--- config.mk ---
export PLATFORM = sky130hd
export DESIGN_NAME = mdu_iter
export DESIGN_NICKNAME = d
export VERILOG_FILES = /design/src/rtl/mdu_iter.sv
export SDC_FILE = /design/constraint.sdc
export NUM_CORES = 1
export LEC_CHECK = 0
export ABC_CLOCK_PERIOD_IN_PS = 5550
export CAP_MARGIN = 20
export CORE_MARGIN = 5
export CORE_UTILIZATION = 30
export DETAILED_ROUTE_END_ITERATION = 16
export PLACE_DENSITY = 0.43
export SLEW_MARGIN = 0
export SYNTH_ARGS = -nofsm -noshare
export SYNTH_HDL_FRONTEND = slang
export SYNTH_SLANG_ARGS = --single-unit
--- constraint.sdc ---
create_clock -name clk -period 5.55 [get_ports clk]
set_clock_uncertainty 0.15 [all_clocks]
set_input_delay 1.11 -clock clk [delete_from_list [all_inputs] [get_ports clk]]
set_output_delay 1.11 -clock clk [all_outputs]
set_load 0.05 [all_outputs]
--- src/rtl/mdu_iter.sv ---
// mdu_iter: multi-cycle multiply/divide unit for the EX stage.
// The ALU supplies the operation (op_div) and signedness (op_sign). This
// block iterates one bit per cycle and returns HI/LO.
//
// Handshake: start is sampled only in IDLE, and is accepted when cancel is
// low in the same cycle. busy is high in MUL, DIV and FIX. done pulses for
// one cycle in DONE, and hi/lo/div_by_zero are valid from that cycle on.
// cancel in MUL/DIV/FIX drops the operation, and no result is committed.
//
// Optional build macro MDU_FAST_MUL_EN: multiply uses one registered
// combinational multiplier (done at N+2) instead of shift-add (done at
// N+WIDTH+2). Divide is the same in both builds, and so are the results.
module mdu_iter #(
  parameter int WIDTH = 32,
  parameter int CNT_W = 6
) (
  input  logic             clk,
  input  logic             resetn,
  input  logic             start,
  input  logic             op_div,
  input  logic             op_sign,
  input  logic [WIDTH-1:0] src_a,
  input  logic [WIDTH-1:0] src_b,
  input  logic             cancel,
  output logic             busy,
  output logic             done,
  output logic [WIDTH-1:0] hi,
  output logic [WIDTH-1:0] lo,
  output logic             div_by_zero
);

  typedef enum logic [2:0] {
    S_IDLE = 3'd0,
    S_MUL  = 3'd1,
    S_DIV  = 3'd2,
    S_FIX  = 3'd3,
    S_DONE = 3'd4
  } state_t;

  state_t state, state_nxt;

  // Operation context latched at acceptance
  logic             sign_q;       // signed operation
  logic             div_q;        // divide (vs multiply)
  logic             sign_a_q;
  logic             sign_b_q;
  logic             b_zero_q;
  logic [WIDTH-1:0] raw_a_q;      // dividend as presented, for divide-by-zero
  logic [WIDTH-1:0] mag_b_q;      // |src_b| or raw src_b
  logic [CNT_W-1:0] cnt_q;

  // Working accumulator: {acc_hi_q, acc_lo_q}
  // multiply: partial product upper half / multiplier shifting out
  // divide:   partial remainder / dividend shifting out, quotient shifting in
  logic [WIDTH-1:0] acc_hi_q;
  logic [WIDTH-1:0] acc_lo_q;

  // Committed results
  logic [WIDTH-1:0] hi_q;
  logic [WIDTH-1:0] lo_q;
  logic             dbz_q;

`ifdef MDU_FAST_MUL_EN
  logic [WIDTH-1:0]   raw_b_q;
  logic [2*WIDTH-1:0] fast_a;
  logic [2*WIDTH-1:0] fast_b;
  logic [2*WIDTH-1:0] fast_prod;
`else
  logic [WIDTH:0]     mul_sum;
  logic [2*WIDTH-1:0] prod_mag;
  logic [2*WIDTH-1:0] prod_fix;
`endif

  logic             accept;
  logic             last_iter;
  logic             commit;
  logic [WIDTH-1:0] mag_a;
  logic [WIDTH-1:0] mag_b;
  logic [WIDTH:0]   rem_sh;
  logic [WIDTH:0]   rem_diff;
  logic [WIDTH-1:0] res_hi;
  logic [WIDTH-1:0] res_lo;

  assign accept    = (state == S_IDLE) && start && !cancel;
  assign last_iter = (cnt_q == CNT_W'(WIDTH - 1));

  assign busy        = (state == S_MUL) || (state == S_DIV) || (state == S_FIX);
  assign done        = (state == S_DONE);
  assign hi          = hi_q;
  assign lo          = lo_q;
  assign div_by_zero = dbz_q;

  // Operand magnitudes: unsigned ops pass operands through unchanged
  always_comb begin
    mag_a = src_a;
    mag_b = src_b;
    if (op_sign && src_a[WIDTH-1]) mag_a = -src_a;
    if (op_sign && src_b[WIDTH-1]) mag_b = -src_b;
  end

  // One restoring-division step: shift in the next dividend bit, trial-subtract
  always_comb begin
    rem_sh   = {acc_hi_q, acc_lo_q[WIDTH-1]};
    rem_diff = rem_sh - {1'b0, mag_b_q};
  end

`ifdef MDU_FAST_MUL_EN
  // Single multiplier on sign-extended operands; the low 2*WIDTH bits are
  // the correct product for both signed and unsigned operands
  always_comb begin
    fast_a    = {{WIDTH{sign_q & raw_a_q[WIDTH-1]}}, raw_a_q};
    fast_b    = {{WIDTH{sign_q & raw_b_q[WIDTH-1]}}, raw_b_q};
    fast_prod = fast_a * fast_b;
  end
`else
  // One shift-add step, plus the signed correction of the finished product
  always_comb begin
    mul_sum  = {1'b0, acc_hi_q} + (acc_lo_q[0] ? {1'b0, mag_b_q} : '0);
    prod_mag = {acc_hi_q, acc_lo_q};
    prod_fix = prod_mag;
    if (sign_q && (sign_a_q ^ sign_b_q)) prod_fix = -prod_mag;
  end
`endif

  // Final result selection (this value is committed on entry to DONE)
  always_comb begin
    res_hi = acc_hi_q;
    res_lo = acc_lo_q;
    if (div_q) begin
      if (b_zero_q) begin
        res_hi = raw_a_q;
        res_lo = '1;
      end else begin
        if (sign_q && (sign_a_q ^ sign_b_q)) res_lo = -acc_lo_q;
        if (sign_q && sign_a_q)              res_hi = -acc_hi_q;
      end
    end else begin
`ifdef MDU_FAST_MUL_EN
      res_hi = fast_prod[2*WIDTH-1:WIDTH];
      res_lo = fast_prod[WIDTH-1:0];
`else
      res_hi = prod_fix[2*WIDTH-1:WIDTH];
      res_lo = prod_fix[WIDTH-1:0];
`endif
    end
  end

  // Results commit only on a non-cancelled entry into DONE
  always_comb begin
    commit = (state == S_FIX) && !cancel;
`ifdef MDU_FAST_MUL_EN
    if ((state == S_MUL) && !cancel) commit = 1'b1;
`endif
  end

  // State register
  always_ff @(posedge clk) begin
    if (!resetn) state <= S_IDLE;
    else         state <= state_nxt;
  end

  // Next-state logic
  always_comb begin
    state_nxt = state;
    case (state)
      S_IDLE: begin
        if (accept) state_nxt = op_div ? S_DIV : S_MUL;
      end
      S_MUL: begin
`ifdef MDU_FAST_MUL_EN
        if (cancel) state_nxt = S_IDLE;
        else        state_nxt = S_DONE;
`else
        if (cancel)         state_nxt = S_IDLE;
        else if (last_iter) state_nxt = S_FIX;
`endif
      end
      S_DIV: begin
        if (cancel)         state_nxt = S_IDLE;
        else if (last_iter) state_nxt = S_FIX;
      end
      S_FIX: begin
        if (cancel) state_nxt = S_IDLE;
        else        state_nxt = S_DONE;
      end
      S_DONE:  state_nxt = S_IDLE;
      default: state_nxt = S_IDLE;
    endcase
  end

  // Datapath: latch on accept, iterate in MUL/DIV, commit results on entry to DONE
  always_ff @(posedge clk) begin
    if (!resetn) begin
      sign_q   <= 1'b0;
      div_q    <= 1'b0;
      sign_a_q <= 1'b0;
      sign_b_q <= 1'b0;
      b_zero_q <= 1'b0;
      raw_a_q  <= '0;
      mag_b_q  <= '0;
      cnt_q    <= '0;
      acc_hi_q <= '0;
      acc_lo_q <= '0;
      hi_q     <= '0;
      lo_q     <= '0;
      dbz_q    <= 1'b0;
`ifdef MDU_FAST_MUL_EN
      raw_b_q  <= '0;
`endif
    end else begin
      if (accept) begin
        sign_q   <= op_sign;
        div_q    <= op_div;
        sign_a_q <= op_sign & src_a[WIDTH-1];
        sign_b_q <= op_sign & src_b[WIDTH-1];
        b_zero_q <= (src_b == '0);
        raw_a_q  <= src_a;
        mag_b_q  <= mag_b;
        cnt_q    <= '0;
        acc_hi_q <= '0;
        acc_lo_q <= mag_a;
        dbz_q    <= 1'b0;
`ifdef MDU_FAST_MUL_EN
        raw_b_q  <= src_b;
`endif
      end else if (state == S_DIV) begin
        cnt_q <= cnt_q + 1'b1;
        // A zero divisor skips the arithmetic; latency stays fixed
        if (!b_zero_q) begin
          if (!rem_diff[WIDTH]) begin
            acc_hi_q <= rem_diff[WIDTH-1:0];
            acc_lo_q <= {acc_lo_q[WIDTH-2:0], 1'b1};
          end else begin
            acc_hi_q <= rem_sh[WIDTH-1:0];
            acc_lo_q <= {acc_lo_q[WIDTH-2:0], 1'b0};
          end
        end
      end
`ifndef MDU_FAST_MUL_EN
      else if (state == S_MUL) begin
        cnt_q    <= cnt_q + 1'b1;
        acc_hi_q <= mul_sum[WIDTH:1];
        acc_lo_q <= {mul_sum[0], acc_lo_q[WIDTH-1:1]};
      end
`endif
      if (commit) begin
        hi_q  <= res_hi;
        lo_q  <= res_lo;
        dbz_q <= div_q & b_zero_q;
      end
    end
  end

endmodule

[Yosys cells after proc, flatten, opt, wreduce, memory -nomap -nowiden]
Index checks and enable logic that the tools add are counted.
Operators by class
  multiply operators: 0
  $lt $le $gt $ge: 0
  add/subtract/negate cells: 8
  equality and inequality tests: 9
  bitwise logic cells: 5
  div/mod/pow operators: 0
  reductions and logical operators: 20
  shift-type cells: 0
  mux-type cells: 29
Operators by type and width (count)
  two-way mux 32 bit: 17
  negation 32 bit: 4
  two-way mux 64 bit: 1
  negation 64 bit: 1
  adder 32 x 32 -> 33 bit: 1
  subtractor 33 x 32 -> 33 bit: 1
  zero test 32 bit: 1
  two-way mux 3 bit: 4
  two-way mux 6 bit: 2
  one-hot mux 3 bit (3 select lines): 1
  logical AND 1 bit: 7
  adder 6 x 1 -> 6 bit (second input constant): 1
  equality test 3 x 2 -> 1 bit (second input constant): 2
  equality test 6 x 5 -> 1 bit (second input constant): 1
  AND reduction 2 bit: 3
  inequality test 2 bit (second input constant): 2
  nonzero test 2 bit: 2
  OR reduction 2 bit: 2
  AND 1 bit: 3
  equality test 3 x 1 -> 1 bit (second input constant): 1
  equality test 3 bit (second input constant): 1
  zero test 3 bit: 1
  two-way mux 1 bit: 3
  inequality test 3 x 1 -> 1 bit (second input constant): 1
  other kinds (7): 8
Storage, ports and cells
  output and inout port bits: 67
  bits in registers: 207
  bits in latches: 0
  RAM bits: 0
  memory bits (read-only): 0
  word-level logic and storage cells: 85
  memories kept: 0
  input port bits: 70

[Logic depth before layout (Yosys ltp)]
Gate-level depths: netlist of run 1.
  depth in word-level cells: 5
  depth in mapped cells: 14
  depth with buffers taken out: 12

[Least setup slack after synthesis of run 1]
OpenSTA, ideal clock, no wires.
  path type: register -> register
  start: register acc_lo_q[31]
  end: register acc_hi_q[11]
  stages on the path, launching flop included: 15
  path buffers: 2
  period minus slack after synthesis: 3.406 ns
  path slack: 2.144 ns
  arrival time: 3.127 ns
  cells stage by stage: dfxtp_1 inv_1 ha_1 fa_1 nand2b_1 a2111oi_0 o21ai_1 a211oi_1 a2111o_1 and2_4 buf_6 buf_12 mux2_4 mux2i_1 a21oi_1
Between the ends
  longest elaborated chain between the ends: 4
RTL lines
  start: declaration: RTL line 56  | logic [WIDTH-1:0] acc_lo_q;
  start signal: assignment: RTL line 221  | acc_lo_q <= mag_a;
  start signal: assignment: RTL line 232  | acc_lo_q <= {acc_lo_q[WIDTH-2:0], 1'b1};
  start signal: assignment: RTL line 235  | acc_lo_q <= {acc_lo_q[WIDTH-2:0], 1'b0};
  subtractor 33 x 32 -> 33 bit: RTL line 104  | rem_diff = rem_sh - {1'b0, mag_b_q};
  two-way mux 32 bit: RTL line 230  | if (!rem_diff[WIDTH]) begin
  two-way mux 32 bit: RTL line 229  | if (!b_zero_q) begin
  two-way mux 32 bit: RTL line 226  | end else if (state == S_DIV) begin
  end signal: assignment: RTL line 231  | acc_hi_q <= rem_diff[WIDTH-1:0];
  end signal: assignment: RTL line 234  | acc_hi_q <= rem_sh[WIDTH-1:0];
  end signal: assignment: RTL line 242  | acc_hi_q <= mul_sum[WIDTH:1];
  end: declaration: RTL line 55  | logic [WIDTH-1:0] acc_hi_q;
Every way passes these cells. The select of a mux whose other input is x is not followed.
A chain may end at the register's enable or synchronous reset.

[Worst setup path in the final report of run 1]
  start: register acc_lo_q[31]
  end: register acc_hi_q[26]
The elaborated chain is that of the path after synthesis.

==> results.ini, run 1 <==
[cells_and_area]
final_common_cell = nand2_1
nets = 2348
post-route-util = 0.3549
layout_common_cells = nand2_1 (294), a21oi_1 (237), dfxtp_1 (206)
fin_cells = 2915
nFillCells = 5670
drive_gt1_frac = 0.05658
diodes = 0
area_growth_pct = 17.57

[pwr]
total_leakage_power_nw = 7.251
power.density_mw_per_mm2 = 322.5
p_switching_mw = 2.406
power_frac_comb = 0.386
p_int_mw = 3.584
swShare = 0.4016
p_clk_frac = 0.309
peakVddDrop_mv = 0.2005
p_seq_frac = 0.305

[placed_design]
io_buffers = 136
placed_cells = 2864
dp_hpwl_um = 47700
gp_congestion = 0.8918

[clock_network]
worstSkewPairLatency_ns = 0.58
root_buffer = clkbuf_16
cts_buffers = 28
clockBufferDepth = 3
cts_tree = built
post_cts_buffers = 0
ctsHtreeMaxLevel = 1
clock_sinks = 207
postCtsHoldBufs = 0
cts.clk_slew.worst_paths_ns = 0.07
cts_resized = 0

[logic_synthesis]
syn-instance-count = 2168
synth_cell_types = 89
syn_area_mm2 = 0.01580
yosys-top-cells-area = dfxtp_1 (26%), a21oi_1 (7.5%), nand2_1 (7.0%)
synth_edf_count = 0
yosysTopAreaCell = dfxtp_1
ys_seq_area_frac = 0.2623
synth_top_area_share = 0.2623
avgSynthCellArea_um2 = 7.287
ys_async_sr_fraction = 0
synth_fp_nets = 2309
ys_ff_latch = 207
ys_warn_count = 0
ys.flop_type = dfxtp_1

[global_route]
antenna_found_initial = 0
grt_max_degree = 87
grt_pass1_vias = 15050
gr-total-overflow = 0
gr-usage-all-layers = 0.2107
grt_pass1_wl_um = 95250

[sta]
relSlewSlack = 0.3758
rsz0062_at_grt = no
finalHoldViolCount = 0
finalSetupViolCount = 0
fmax_mhz = 230.6
period_share = 0.7814
setup_tns_ns = 0
post-route-min-period_ns = 4.337
slew_viol_final = 0
tightestPinTransition_ns = 0.9283

[run_status]
outcome = complete, no violations

[floorplanning]
initial_core_util = 0.3019
dieHeight_um = 239.5
core_mm2 = 0.05234
rows = 84
die_w_um = 239.5
io_pins = 137
die_area_mm2 = 0.05735

[setup_path]
path_max_fanout = 36
path_class = register to register
end_kind = register
required_ns = 5.84
worst-endpoint-arrival_ns = 4.63
worstSetupStartpointType = register

[drt]
drtIter0Drc = 1300
routedWlPerCell_um = 21.57
drc_errors = 0
wl_um = 62860
postRouteAntennaNets = 0
num_vias = 16140
vias_per_cell = 5.538
dr.pass1.iters = 5

[job]
maxCapViolCount = 0

[hold_path]
min_path_type = register to register

==> power by group through the flow <==
stage | combinational [mW] | clock, mW | sequential [mW]
global placement | 2.29 | 0 | 1.85
finish | 2.31 | 1.85 | 1.83
CTS | 2.30 | 1.89 | 1.82
detailed placement | 2.29 | 0 | 1.86
floorplan | 1.73 | 0 | 1.73
global route | 2.53 | 1.97 | 1.85
==> through the flow <==
step                      power [mW]  hold slack (ns)  cell area, µm²  setup WS (ns)
after floorplan                3.455           0.2910           15800          2.144
after global placement         4.146           0.3071           17620          1.296
after detailed placement       4.145           0.3051           17620          1.241
after CTS                      6.018           0.3136           18560          1.191
after global routing           6.344           0.3371           18570         0.9201
final                          5.990           0.3073           18570          1.213
==> logic make-up (layout without fill, tap and decap cells) <==
family | after synthesis | in the layout | share of synthesized area
AND/OR/NAND/NOR | 738 | 738 | 0.2177
XOR/XNOR | 163 | 163 | 0.09036
multiplexers | 36 | 36 | 0.02534
buffers and inverters | 220 | 279 | 0.05520
adder cells (fa/ha/maj) | 71 | 71 | 0.05718
flip-flops | 207 | 207 | 0.2623
AO/OA/AOI/OAI | 733 | 733 | 0.2919
==> synth_stat cells (all sizes together) (14+ instances only) <==
cell type  count
o211a         34
a21boi        43
xor2          82
and2          23
a21oi        237
nor2         178
clkbuf       129
buf           25
inv           65
nand3         54
or3           21
nor2b         15
mux2i         22
o21ai        203
or4           14
nand4         17
a21o          24
ha            69
a31oi         26
nand2        295
nor3          49
dfxtp        207
o211ai        25
mux2          14
o31ai         18
xnor2         81
nor4          20
a211oi        24
==> cell type report <==
class	instances	area, µm²	share of cell area
Clock inverter	8	75.07	0.004042
Timing Repair Buffer	163	1567	0.08434
Multi-Input combinational cell	1741	10810	0.5822
Sequential cell	207	4145	0.2232
Tap cell	688	860.8	0.04635
Inverter	66	247.7	0.01334
Clock buffer	42	864.6	0.04655
==> layer usage <==
metal  GRT usage  part of all wire
met1      0.2995              0.47
met4     0.04894             0.027
met5           0                 0
met3     0.02130             0.043
met2      0.3456              0.46
==> worst paths after layout <==
check	from	endpoint	slack, ns	depth (start not counted)
hold reg to reg	hi[21]$_SDFFE_PN0P_	hi[21]$_SDFFE_PN0P_	0.31	2
hold / removal	hi[21]$_SDFFE_PN0P_	hi[21]$_SDFFE_PN0P_	0.31	2
setup / recovery	acc_lo_q[31]$_SDFFE_PN0P_	acc_hi_q[26]$_SDFFE_PP0P_	1.21	12
setup reg to reg	acc_lo_q[31]$_SDFFE_PN0P_	acc_hi_q[26]$_SDFFE_PP0P_	1.21	12
==> registers in the layout, summed over array words and instances, names as in the netlist <==
name and flops:
div_q 1, acc_hi_q 32, state 3, acc_lo_q 32, sign_b_q 1, lo 32, hi 32, sign_a_q 1
mag_b_q 32, raw_a_q 32, b_zero_q 1, div_by_zero 1, cnt_q 6, sign_q 1
==> critical path, stage by stage, from the launching register on <==
cell and delay [ns]:
dfxtp_1 0.50, inv_1 0.11, ha_1 0.23, fa_1 0.38, nand2b_1 0.21, a2111oi_0 0.57
o21ai_1 0.32, a211oi_1 0.29, a2111o_1 0.22, and2_4 0.56, nand2_1 0.29, o2111ai_1 0.26
a21oi_1 0.10
No activity file was read; power rests on OpenSTA's default activity.
==> inputs of run 2 (changes only) <==
--- a/config.mk
+++ b/config.mk
@@ -5,7 +5,7 @@
 export SDC_FILE = /design/constraint.sdc
 export NUM_CORES = 1
 export LEC_CHECK = 0
-export ABC_CLOCK_PERIOD_IN_PS = 5550
+export ABC_CLOCK_PERIOD_IN_PS = 4200
 export CAP_MARGIN = 20
 export CORE_MARGIN = 5
 export CORE_UTILIZATION = 30
==> constraint.sdc (replaced) <==
create_clock -name clk -period 4.2 [get_ports clk]
set_clock_uncertainty 0.15 [all_clocks]
set_input_delay 0.84 -clock clk [delete_from_list [all_inputs] [get_ports clk]]
set_output_delay 0.84 -clock clk [all_outputs]
set_load 0.05 [all_outputs]
==> run 2 against run 1 <==
Sequential power grew 27%. Final cell count grew 1.7%. Utilization grew 0.73 points. Wire length grew 2.5%. Critical path depth is the same. Power grew 34%. Via count grew 1.7%. Sequential share of layout area shrank 0.45 points. Worst hold slack gained 0.00077 ns. Register-to-register slack lost 0.84 ns. Largest cell class unchanged. Highest routed layer unchanged.
==> results.ini, run 2 (synthesized netlist as in run 1, its figures left out) <==
[hold_path]
min_from = hi[16]$_SDFFE_PN0P_
min_path_type = register to register

[clock_network]
clock_sinks = 207  ; unchanged
clockBufferDepth = 3  ; unchanged
worstSkewPairLatency_ns = 0.57  ; about the same
ctsHtreeMaxLevel = 1  ; unchanged
cts_tree = built
cts.clk_slew.worst_paths_ns = 0.06  ; about the same
root_buffer = clkbuf_16
post_cts_buffers = 0  ; unchanged
cts_buffers = 29  ; +3.6%

[pwr]
swShare = 0.4037  ; +0.002044
p_int_mw = 4.795  ; +34%
p_switching_mw = 3.246  ; +35%
p_seq_frac = 0.290  ; -0.015
power_frac_comb = 0.405  ; +0.019
p_clk_frac = 0.305  ; -0.004
power.density_mw_per_mm2 = 424.2  ; +32%
peakVddDrop_mv = 0.2795  ; +39%
total_leakage_power_nw = 7.471  ; +3.0%

[sta]
finalHoldViolCount = 0  ; unchanged
tightestPinTransition_ns = 0.8621  ; -0.06621 ns
period_share = 0.9104  ; +0.1289
rsz0062_at_grt = no
fmax_mhz = 261.5  ; +13%
relSlewSlack = 0.4204  ; +0.04452
setup_tns_ns = 0  ; unchanged
slew_viol_final = 0  ; unchanged
post-route-min-period_ns = 3.824  ; -0.5134 ns
finalSetupViolCount = 0  ; unchanged

[drt]
wl_um = 64420  ; +2.5%
drc_errors = 0  ; unchanged
vias_per_cell = 5.536  ; about the same
routedWlPerCell_um = 21.73  ; +0.75%
drtIter0Drc = 1331  ; +2.4%
num_vias = 16410  ; +1.7%
postRouteAntennaNets = 0  ; unchanged
dr.pass1.iters = 5  ; unchanged

[cells_and_area]
drive_gt1_frac = 0.07598  ; +0.01940
diodes = 0  ; unchanged
final_common_cell = nand2_1
area_growth_pct = 19.99
nets = 2397  ; +2.1%
nFillCells = 5610  ; -1.1%
fin_area_mm2 = 0.01896  ; +2.1%
layout_common_cells = nand2_1 (294), a21oi_1 (237), dfxtp_1 (206)

[global_route]
grt_max_degree = 163  ; +87%
antenna_found_initial = 0  ; unchanged
gr-total-overflow = 0  ; unchanged
grt_pass1_vias = 15420  ; +2.5%
grt_pass1_wl_um = 96800  ; +1.6%
gr-usage-all-layers = 0.2140  ; +0.003249

[setup_path]
required_ns = 4.49  ; -1.35 ns
startpoint = acc_lo_q[31]$_SDFFE_PN0P_
r2r-start = acc_lo_q[31]$_SDFFE_PN0P_
worst-endpoint-arrival_ns = 4.11  ; -0.52 ns
path_class = register to register
end_kind = register
path_max_fanout = 32  ; -11%
worstSetupStartpointType = register

[placed_design]
gp_congestion = 0.9297  ; +4.2%
dp_hpwl_um = 49080  ; +2.9%
placed_area_mm2 = 0.01803  ; +2.3%
io_buffers = 136  ; unchanged

[floorplanning]
die_area_mm2 = 0.05735  ; unchanged
core_mm2 = 0.05234  ; unchanged
die_w_um = 239.5  ; unchanged
dieHeight_um = 239.5  ; unchanged
initial_core_util = 0.3019  ; unchanged
io_pins = 137  ; unchanged
rows = 84  ; unchanged

[run_status]
outcome = complete, no violations

[job]
maxCapViolCount = 0  ; unchanged

## run 2: final timing paths
kind | endpoint | cells after the start | slack [ns]
hold reg to reg | hi[16]$_SDFFE_PN0P_ | 2 | 0.31
setup / recovery | acc_hi_q[20]$_SDFFE_PP0P_ | 12 | 0.38
setup reg to reg | acc_hi_q[20]$_SDFFE_PP0P_ | 12 | 0.38
hold / removal | hi[16]$_SDFFE_PN0P_ | 2 | 0.31
## run 2: worst max-delay path: stages, from the launching register on
cell and delay (ns):
dfxtp_1 0.33, inv_1 0.07, ha_1 0.22, fa_1 0.38, nand2b_1 0.22, a2111oi_1 0.45
o21ai_1 0.25, a211oi_1 0.26, a2111o_1 0.21, and2_4 0.51, mux2_2 0.39, o21ai_0 0.15
a21oi_1 0.08
## run 2: timing repair
action,in CTS,in global routing
hold buffers,0,0
hold endpoints to repair,0,0
resized for setup,0,1
setup endpoints to repair,0,5
## run 2: stage by stage
step | hold slack [ns] | std cells | worst slack [ns] | power, mW | utilization
final | 0.3081 | 2965 | 0.3764 | 8.042 | 0.3622
after global routing | 0.3274 | 2965 | 0.09718 | 8.489 | 0.3622
after CTS | 0.3144 | 2965 | 0.2665 | 8.068 | 0.3622
after detailed placement | 0.3067 | 2913 | 0.2419 | 5.582 | 0.3444
after global placement | 0.3067 | 2913 | 0.2903 | 5.582 | 0.3444
after floorplan | 0.2910 | 2168 | 0.7938 | 4.565 | -
## run 2: per-layer routing
layer,share of wire,vias up,track usage
met4,0.027,0,0.05188
met5,0,-,0
met2,0.47,480,0.3563
met3,0.050,82,0.02717
met1,0.46,7879,0.2955
li1,-,7973,-
## run 2: final cells by class
cell class                 count  area, µm²  area share
multi-input combinational   1741      10820      0.5705
sequential                   207       4145      0.2187
timing repair buffer         211       1959      0.1034
tap                          688      860.8     0.04541
clock buffer                  40      797.0     0.04204
inverter                      66      247.7     0.01307
clock inverter                12      131.4    0.006930
## run 2: power by group through the flow
stage	Combinational (mW)	Clock, mW	Sequential, mW
2_1_floorplan	2.28	0	2.28
3_3_place_gp	3.21	0	2.37
3_5_place_dp	3.21	0	2.37
4_1_cts	3.23	2.51	2.33
5_1_grt	3.53	2.61	2.35
6_report	3.26	2.45	2.33
